File: config.mk
export PLATFORM = sky130hd
export DESIGN_NAME = uart_program_loader
export DESIGN_NICKNAME = d
export VERILOG_FILES = /design/src/rtl/loader_pkg.sv /design/src/rtl/word_edge_detect.sv /design/src/rtl/uart_program_loader.sv
export SDC_FILE = /design/constraint.sdc
export NUM_CORES = 1
export LEC_CHECK = 0
export CORE_MARGIN = 3
export CORE_UTILIZATION = 48
export CTS_CLUSTER_SIZE = 25
export DETAILED_ROUTE_END_ITERATION = 6
export PLACE_DENSITY = 0.87
export SYNTH_ARGS = -nofsm -noshare
export SYNTH_HDL_FRONTEND = slang
export SYNTH_SLANG_ARGS = --single-unit
File: constraint.sdc
create_clock -name clk -period 1.87 [get_ports clk]
set_input_delay 0.4675 -clock clk [delete_from_list [all_inputs] [get_ports clk]]
set_output_delay 0.4675 -clock clk [all_outputs]
set_load 0.02 [all_outputs]
File: src/rtl/loader_pkg.sv
// -----------------------------------------------------------------------------
// loader_pkg
// Shared definitions for the UART program loader:
//   - default instruction-memory address width and inter-word timeout
//   - FSM state encodings (plain constants so older tools can read them)
//   - small helpers for the length test and the running checksum
// -----------------------------------------------------------------------------
package loader_pkg;

   localparam int LOADER_ADDR_WIDTH     = 8;
   localparam int LOADER_TIMEOUT_CYCLES = 65536;

   localparam int         STATE_W = 3;
   localparam logic [2:0] ST_HDR  = 3'd0;  // waiting for the length word
   localparam logic [2:0] ST_DATA = 3'd1;  // receiving payload words
   localparam logic [2:0] ST_CHK  = 3'd2;  // waiting for the checksum word
   localparam logic [2:0] ST_DONE = 3'd3;  // image verified, CPU released
   localparam logic [2:0] ST_ERR  = 3'd4;  // frame rejected, CPU held

   // True when a requested length fits in 2**aw words. Done in 33 bits so a
   // full 32-bit header word can never alias onto a small legal length.
   function automatic logic length_fits(input logic [31:0] len,
                                        input int unsigned aw);
      logic [32:0] cap;
      cap = 33'd1 << aw;
      return ({1'b0, len} <= cap);
   endfunction

   // Running checksum is a plain XOR fold of the payload words.
   function automatic logic [31:0] checksum_next(input logic [31:0] sum,
                                                 input logic [31:0] word);
      return sum ^ word;
   endfunction

endpackage

File: src/rtl/word_edge_detect.sv
// -----------------------------------------------------------------------------
// word_edge_detect
// Turns a level "word ready" flag, which the receiver may hold for several
// cycles, into a single-cycle accept pulse on its rising edge.
// Ports:
//   clk      - system clock
//   rst      - synchronous, active-high reset (clears the history bit)
//   i_ready  - receiver word-valid flag
//   o_accept - high in the cycle where i_ready=1 and it was 0 one cycle before
// -----------------------------------------------------------------------------
module word_edge_detect
(
   input  logic clk,
   input  logic rst,
   input  logic i_ready,
   output logic o_accept
);

   logic r_ready_q;

   // Remember last cycle's ready level.
   always_ff @(posedge clk) begin
      if (rst) begin
         r_ready_q <= 1'b0;
      end else begin
         r_ready_q <= i_ready;
      end
   end

   // Reset masks the pulse so a word coinciding with rst is discarded.
   assign o_accept = i_ready & ~r_ready_q & ~rst;

endmodule

File: src/rtl/uart_program_loader.sv
// -----------------------------------------------------------------------------
// uart_program_loader
// Consumes 32-bit words from the UART word receiver and runs a framed
// download: length header, payload words, XOR checksum. Payload words are
// written to instruction memory; the CPU is held in reset until a frame with
// a matching checksum has been stored.
// Ports:
//   clk, rst            - clock, synchronous active-high reset
//   RxD_word_data       - word from the receiver
//   RxD_word_data_ready - word-valid flag (level; rising edge accepts a word)
//   imem_we/addr/wdata  - one-cycle instruction-memory write port
//   cpu_rst             - processor reset, high until load succeeds
//   load_done           - sticky: image stored and checksum matched
//   load_error          - sticky: bad length, bad checksum or timeout
//   words_loaded        - payload words written so far
// -----------------------------------------------------------------------------
module uart_program_loader
   import loader_pkg::*;
#(
   parameter int ADDR_WIDTH     = LOADER_ADDR_WIDTH,
   parameter int TIMEOUT_CYCLES = LOADER_TIMEOUT_CYCLES
)
(
   input  logic                  clk,
   input  logic                  rst,
   input  logic [31:0]           RxD_word_data,
   input  logic                  RxD_word_data_ready,
   output logic                  imem_we,
   output logic [ADDR_WIDTH-1:0] imem_addr,
   output logic [31:0]           imem_wdata,
   output logic                  cpu_rst,
   output logic                  load_done,
   output logic                  load_error,
   output logic [ADDR_WIDTH:0]   words_loaded
);

   localparam int              TMO_W    = (TIMEOUT_CYCLES > 1) ? $clog2(TIMEOUT_CYCLES) : 1;
   localparam logic [TMO_W-1:0] TMO_TERM = TMO_W'(TIMEOUT_CYCLES - 1);

   logic [STATE_W-1:0]    r_state;
   logic [ADDR_WIDTH:0]   r_len;
   logic [ADDR_WIDTH:0]   r_words_loaded;
   logic [31:0]           r_checksum;
   logic [TMO_W-1:0]      r_tmo;
   logic                  r_imem_we;
   logic [ADDR_WIDTH-1:0] r_imem_addr;
   logic [31:0]           r_imem_wdata;
   logic                  r_cpu_rst;
   logic                  r_load_done;
   logic                  r_load_error;

   logic                  w_accept;
   logic                  w_tmo_hit;
   logic [ADDR_WIDTH:0]   w_words_next;

   word_edge_detect u_edge
   (
      .clk      (clk),
      .rst      (rst),
      .i_ready  (RxD_word_data_ready),
      .o_accept (w_accept)
   );

   assign w_tmo_hit    = (r_tmo == TMO_TERM);
   assign w_words_next = r_words_loaded + (ADDR_WIDTH+1)'(1);

   // Frame FSM, write port, checksum and inter-word timeout.
   always_ff @(posedge clk) begin
      if (rst) begin
         r_state        <= ST_HDR;
         r_len          <= '0;
         r_words_loaded <= '0;
         r_checksum     <= 32'd0;
         r_tmo          <= '0;
         r_imem_we      <= 1'b0;
         r_imem_addr    <= '0;
         r_imem_wdata   <= 32'd0;
         r_cpu_rst      <= 1'b1;
         r_load_done    <= 1'b0;
         r_load_error   <= 1'b0;
      end else begin
         r_imem_we <= 1'b0;
         case (r_state)
            ST_HDR: begin
               // The timeout only guards a frame that has started.
               r_tmo <= '0;
               if (w_accept) begin
                  r_len <= RxD_word_data[ADDR_WIDTH:0];
                  if (!length_fits(RxD_word_data, ADDR_WIDTH)) begin
                     r_state      <= ST_ERR;
                     r_load_error <= 1'b1;
                  end else if (RxD_word_data == 32'd0) begin
                     r_state <= ST_CHK;
                  end else begin
                     r_state <= ST_DATA;
                  end
               end
            end
            ST_DATA: begin
               if (w_accept) begin
                  r_imem_we      <= 1'b1;
                  r_imem_addr    <= r_words_loaded[ADDR_WIDTH-1:0];
                  r_imem_wdata   <= RxD_word_data;
                  r_words_loaded <= w_words_next;
                  r_checksum     <= checksum_next(r_checksum, RxD_word_data);
                  r_tmo          <= '0;
                  if (w_words_next == r_len) begin
                     r_state <= ST_CHK;
                  end
               end else if (w_tmo_hit) begin
                  r_state      <= ST_ERR;
                  r_load_error <= 1'b1;
               end else begin
                  r_tmo <= r_tmo + TMO_W'(1);
               end
            end
            ST_CHK: begin
               if (w_accept) begin
                  r_tmo <= '0;
                  if (RxD_word_data == r_checksum) begin
                     r_state     <= ST_DONE;
                     r_load_done <= 1'b1;
                     r_cpu_rst   <= 1'b0;
                  end else begin
                     r_state      <= ST_ERR;
                     r_load_error <= 1'b1;
                  end
               end else if (w_tmo_hit) begin
                  r_state      <= ST_ERR;
                  r_load_error <= 1'b1;
               end else begin
                  r_tmo <= r_tmo + TMO_W'(1);
               end
            end
            ST_DONE: begin
               r_state <= ST_DONE;
            end
            ST_ERR: begin
               r_state <= ST_ERR;
            end
            default: begin
               // Corrupted state: fail safe with the CPU held.
               r_state      <= ST_ERR;
               r_load_done  <= 1'b0;
               r_load_error <= 1'b1;
               r_cpu_rst    <= 1'b1;
            end
         endcase
      end
   end

   assign imem_we      = r_imem_we;
   assign imem_addr    = r_imem_addr;
   assign imem_wdata   = r_imem_wdata;
   assign cpu_rst      = r_cpu_rst;
   assign load_done    = r_load_done;
   assign load_error   = r_load_error;
   assign words_loaded = r_words_loaded;

endmodule

==> results by group <==
Clock network
  – H-tree depth: 4
  – Clk_lat worst skew: roughly 0.53 ns
  – CTS Root Cell: clkbuf_8
  – Clock buffer depth: 2
  – CTS buffer count: 17
  – Cts hold-fix bufs: 0
  – CTS sink cnt: 114
  – Worst-path clk slew: roughly 0.060 ns
  – CTS tree: built

Pwr
  – Psw: 1.949 mW
  – Max IR drop VDD: 603.5 uV
  – Seq pwr share: 35.9%
  – Leak: 3.225 nW
  – Post-route total power: 7.281 mW
  – Int Pwr: 5.332 mW
  – Pwr Density: 961.8 nW/um^2
  – Switching Share: a little over a quarter
  – Clock power frac: 49.4%
  – Combinational fraction of design power: around 15%

Layout
  – Synth-to-layout area growth: 47.95%
  – Post-Route Utilization: between 70% and 80%
  – Non-Filler Instances: 909
  – Nets: 797
  – Layout cell share with drive strength beyond 1: 22.38%
  – N_diodes: 0
  – Layout fillers: 652

Die
  – # IOs: 88
  – Initial Utilization: 49.57%
  – Core ar.: 10320 um^2
  – Row count: 37
  – Die area: between 10000 and 15000 um^2
  – Die height: 109.3 um
  – Die W: around 110 um

Global routing
  – Gr ovfl total: 0
  – GRT Total Usage: 26.18%
  – Largest net degree at the start of global routing: 105
  – First-pass GRT wire length: 24130 um
  – Vias in the first global route: 5055
  – Antenna violations before repair: 0

Placement
  – Final HPWL DP: 9688 um
  – Port Buffers: 87
  – Placer Congestion: 0.9067
  – Inst Count DP: 874

Logic synthesis
  – Asr flop ratio synth: 0%
  – Post-synth top area share: between 40 and 50%
  – Ranking of synthesized cells by area: dfxtp_1 (45%), nand2_1 (8.4%), xnor2_1 (8.0%)
  – Yosys Warn Count: 0
  – Synthesized flop and latch total: 114
  – Top cell type by total area after synthesis: dfxtp_1
  – Syn Inst Count: 612
  – Commonest cells post-synth: dfxtp_1 (114), nand2_1 (114), a21oi_1 (64)
  – Synthesized Nets: around 650
  – Sequential cell area fraction in the yosys report: 44.60%
  – Cell Area, Synth: about 5100 um^2
  – Post-synthesis cell type count: 54
  – Mean Syn Cell Area: 8.362 um^2
  – Most used DFF post-synth: dfxtp_1
  – Post-synth EDFFs: 0

Detailed routing
  – DRC: 0
  – Avg WL per Cell: 18.38 um
  – Top Metal Used: met4
  – Met3 wire length: 1205 um
  – WL met1: ~6000 um
  – Met2 routed WL: between 8000 and 9000 um
  – Via count: between 5k and 6k
  – Initial DRC count: between 400 and 500
  – Final antenna-violating net count: 0
  – Via density: 5.673
  – DRT Pass-1 Iters: 7
  – Drt total wl: between 15000 and 20000 um

STA
  – Final setup fails: 2
  – Slew margin rel.: approximately 28%
  – Setup TNS: -0.1635 ns
  – Final WS setup: -0.1348 ns
  – Pins Over Slew Limit: 0
  – Slew @ Worst Pin: 1.083 ns
  – Fin crit period: 2.005 ns
  – Clock skew: 0.005589 ns
  – Tcrit/Tclk final: 107.2%
  – Fmax: 0.4988 GHz
  – Fin. Hold Viols: 0

Critical path
  – Critical Path RT: roughly 2.3 ns
  – Startpoint types: primary input
  – CP Class: in -> reg
  – CP arrival: 2.43 ns
  – Crit-path max FO: 3
  – Crit. End Element: flip-flop

Job
  – Max cap viols: 0

Min path
  – Min-delay worst type: in -> reg

Outcome
  – Status: complete, but fails checks
  – Failing checks: negative setup slack
per-layer routing:
| layer | vias up | GRT usage, % |
|---|---|---|
| met5 | - | 0 |
| met4 | 0 | 13.54 |
| met3 | 87 | 6.868 |
| met2 | 289 | 47.19 |
| met1 | 2416 | 27.96 |
| li1 | 2365 | - |
sequential cells by signal, summed over array words and instances, names as in the netlist:
| signal | flops |
|---|---|
| r_checksum | 32 |
| load_done | 1 |
| r_state | 3 |
| r_len | 9 |
| words_loaded | 9 |
| r_tmo | 16 |
| load_error | 1 |
| imem_addr | 8 |
| imem_we | 1 |
| cpu_rst | 1 |
| u_edge.r_ready_q | 1 |
| imem_wdata | 32 |
area by class of cell:
cell class / instances / area [um^2] / area share (%)
Timing Repair Buffer: 163 / 1455 / 19.22
Tap cell: 136 / 170.2 / 2.248
Clock inverter: 14 / 229.0 / 3.024
Inverter: 5 / 21.27 / 0.2809
Clock buffer: 18 / 427.9 / 5.652
Sequential cell: 114 / 2292 / 30.28
Multi-Input combinational cell: 459 / 2975 / 39.30
worst max-delay path, cell delays in order:
cell and delay (ns):
clkdlybuf4s50_1 0.46, buf_4 0.18, nor4_4 0.30, nand2_2 0.15, xnor2_2 0.20, nor4b_4 0.29, a21oi_1 0.11, a311oi_2 0.26
power by group through the flow:
stage	registers (mW)	clock network [mW]	logic, mW
global route	2.62	3.73	1.14
global placement	2.64	0	0.921
floorplan	2.65	0	0.524
CTS	2.60	3.60	0.958
detailed placement	2.65	0	0.949
finish	2.61	3.60	1.07
layout by cell type, fill, tap and decap left out, types with 5 or more instances in the layout:
master,count
o21ai_0,6
xnor2_1,33
nor2_1,61
buf_4,74
xor2_1,44
nand2_1,112
nand4_1,17
nor3_1,8
clkdlybuf4s50_1,9
nand2b_1,8
clkinv_4,5
nand3_1,20
a21oi_1,64
clkbuf_16,16
bufinv_16,5
xnor2_2,13
dlygate4sd2_1,51
dfxtp_2,8
dlymetal6s2s_1,24
dfxtp_1,106
nor4_2,8
stage by stage:
stage	instance area, um^2	hold slack [ns]	setup slack [ns]
4_1_cts	7207	0.4520	0.0004539
2_1_floorplan	5119	0.4447	0.0008504
5_1_grt	7571	0.3301	-0.1661
6_report	7571	0.3248	-0.1348
3_5_place_dp	6559	0.4465	-0.7614
3_3_place_gp	6559	0.4420	-0.7218
what timing repair did:
| item | 4_1_cts | 5_1_grt |
|---|---|---|
| setup buffers | 1 | 2 |
| pin swaps | 4 | 26 |
| endpoints found under the setup margin | 105 | 57 |
| gates resized for setup | 63 | 76 |
worst paths after layout:
check                                 endpoint  depth (start not counted)              start  slack, ns
worst max-delay path                r_state[0]                          8   RxD_word_data[1]      -0.13
worst min-delay path            imem_wdata[16]                          3  RxD_word_data[16]       0.32
worst max register to register   r_checksum[0]                          8   u_edge.r_ready_q       0.02
worst min register to register    imem_addr[1]                          2       imem_addr[1]       0.45
cell families after synthesis:
kind of cell | after synthesis | share of synthesized area (%)
buf+inv | 39 | 3.472
simple gates | 270 | 24.99
compound gates | 94 | 10.54
flops | 114 | 44.60
xor+xnor | 93 | 15.92
fa+ha+maj | 2 | 0.4889
(Power assumes the default switching activity.)
==> edit (same flow settings) <==
Reset style: asynchronous (`rst`), changed in 2 clocked blocks. Comments in the files are not updated.
--- a/src/rtl/word_edge_detect.sv
+++ b/src/rtl/word_edge_detect.sv
@@ -21,3 +21,3 @@
    // Remember last cycle's ready level.
-   always_ff @(posedge clk) begin
+   always_ff @(posedge clk or posedge rst) begin
       if (rst) begin
--- a/src/rtl/uart_program_loader.sv
+++ b/src/rtl/uart_program_loader.sv
@@ -67,3 +67,3 @@
    // Frame FSM, write port, checksum and inter-word timeout.
-   always_ff @(posedge clk) begin
+   always_ff @(posedge clk or posedge rst) begin
       if (rst) begin
Behaviour: differs if rst is asserted again (counterexample within 4 cycles, from zero or initial values and one cycle with rst high); with rst held inactive, the same outputs for 10 cycles.
==> edit against the original RTL <==
The flow still finishes with violations (setup timing). Design area up 6.9%. Wire length is 7.9% higher. Total power increased by 8.2%. Sequential cell count did not move. Sequential power increased by 21%. Setup slack got worse by 0.091 ns. Critical path depth is 1 lower. Synthesized area grew 3.8%. Critical path type is now reg -> reg. Critical endpoint is now r_state[0]. Largest cell class unchanged. Largest power group unchanged.
==> edit: results (changes against the original RTL) <==
met1 usage in global routing=31.01% (+3.1 points); Met1 Routed Length=6442 um (+6.3%); final setup skew=0.006419 ns (+0.0008302 ns); vias per cell=5.738 (+1.1%); slowest stage cell, crit path=dfrtp_2; Max Root-Sink Buffers=2 (unchanged); vias in the first global route=5103 (+0.95%); failing checks=setup timing; delay-heaviest family, CP=compound AO/OA/AOI/OAI gates; WL met2=9241 um (+7.7%); Post-synth ARST share=100.0% (+100 points); Arr. time, crit path=2.50 ns (+0.07 ns); grt met3 use=6.878% (+0.0098 points); Peak VDD IR=0.7965 mV (+32%); Post-synth top cells=150 x nand2_1, 113 x dfrtp_1, 60 x xnor2_1; HP Class=in -> async; crit path max fanout=5 (+2); worst setup margin=-0.2258 ns (-0.09099 ns); sum of negative setup slack=-0.5644 ns (-0.4009 ns); DR top layer=met4; Final setup viols=10 (+8); NetSw=2.418 mW (+24%); initial antenna violation count=0 (unchanged); sequential share of the synthesized area=53.73% (+9.1 points); First-pass DRT Iterations=5 (-2); worst r2r path cells=7 (-1); final WL=18030 um (+7.9%); most common flop cell mapped by yosys=dfrtp_1; worst slack, placed=-0.7431 ns (+0.01829 ns); # fillers=596 (-8.6%); GPL Wtd Cong=0.8779 (-3.2%); Total Routing Usage GR=26.41% (+0.23 points); M2 GR Usage=45.28% (-1.9 points); share of cells above drive strength 1=31.65% (+9.3 points); post-synth cell types=46 (-15%); PostCTS Resize Cnt=88 (+40%); status=finished with violations; postcts setup bufs=3 (+2); initial DRC count=326 (-29%); fin nets=738 (-7.4%); Yosys warnings=0 (unchanged); largest net degree at the start of global routing=40 (-62%); leak pwr=4.046 nW (+25%); first-pass GRT wire length=26050 um (+8.0%); hpwl dp=10240 um (+5.7%); Syn Nets=567 (-13%); total CTS buffers=17 (unchanged); Rel. slew slack=70.44% (+43 points); met3 routed wirelength=1277 um (+6.0%); top cells by area, synth=dfrtp_1 53%, nand2_1 11%, xnor2_1 9.9%
## edit: cell families after synthesis
group	count (synthesis)	synth area share, %
simple gates	253	21.56
compound gates	29	3.628
mux	9	1.908
flops	114	53.73
fa+ha+maj	2	0.4711
buf+inv	24	2.379
xor+xnor	99	16.33
## edit: final timing paths
kind / start / to / slack, ns
worst max-delay path: words_loaded[1] / r_state[0] / -0.23
worst min-delay path: rst / r_state[0] / 0.12
worst max register to register: words_loaded[1] / r_state[0] / -0.23
worst min register to register: imem_addr[3] / imem_addr[3] / 0.47
max in group asynchronous: rst / words_loaded[2] / 1.19
min in group clk: RxD_word_data_ready / u_edge.r_ready_q / 0.23
## edit: layout make-up
class,instances,area share (%)
inverter,5,0.4329
clock buffer,18,5.164
timing repair inverter,1,0.1082
clock inverter,14,1.948
timing repair buffer,170,19.20
tap,136,2.103
multi-input combinational,392,35.70
sequential,114,35.34
## edit: power by group through the flow
stage               Combinational (mW)  Sequential (mW)  Clock [mW]
floorplan                        0.619             3.24           0
CTS                               1.37             3.12        3.17
global placement                  1.34             3.13           0
detailed placement                1.39             3.14           0
global route                      1.65             3.18        3.30
finish                            1.55             3.16        3.17
## edit: metrics by stage
stage / total power, mW / std cells / instance area [um^2]
CTS: 7.651 / 845 / 7761
floorplan: 3.855 / 530 / 5580
detailed placement: 4.536 / 809 / 7103
global route: 8.134 / 850 / 8093
global placement: 4.464 / 809 / 7103
finish: 7.876 / 850 / 8093
## edit: worst reg2reg max path: stages (launching register included)
cell	delay [ns]
dfrtp_2	0.46
ha_4	0.20
and3_4	0.20
nor4b_2	0.33
a22oi_1	0.15
a31oi_2	0.27
nand2_2	0.11
o31a_1	0.27
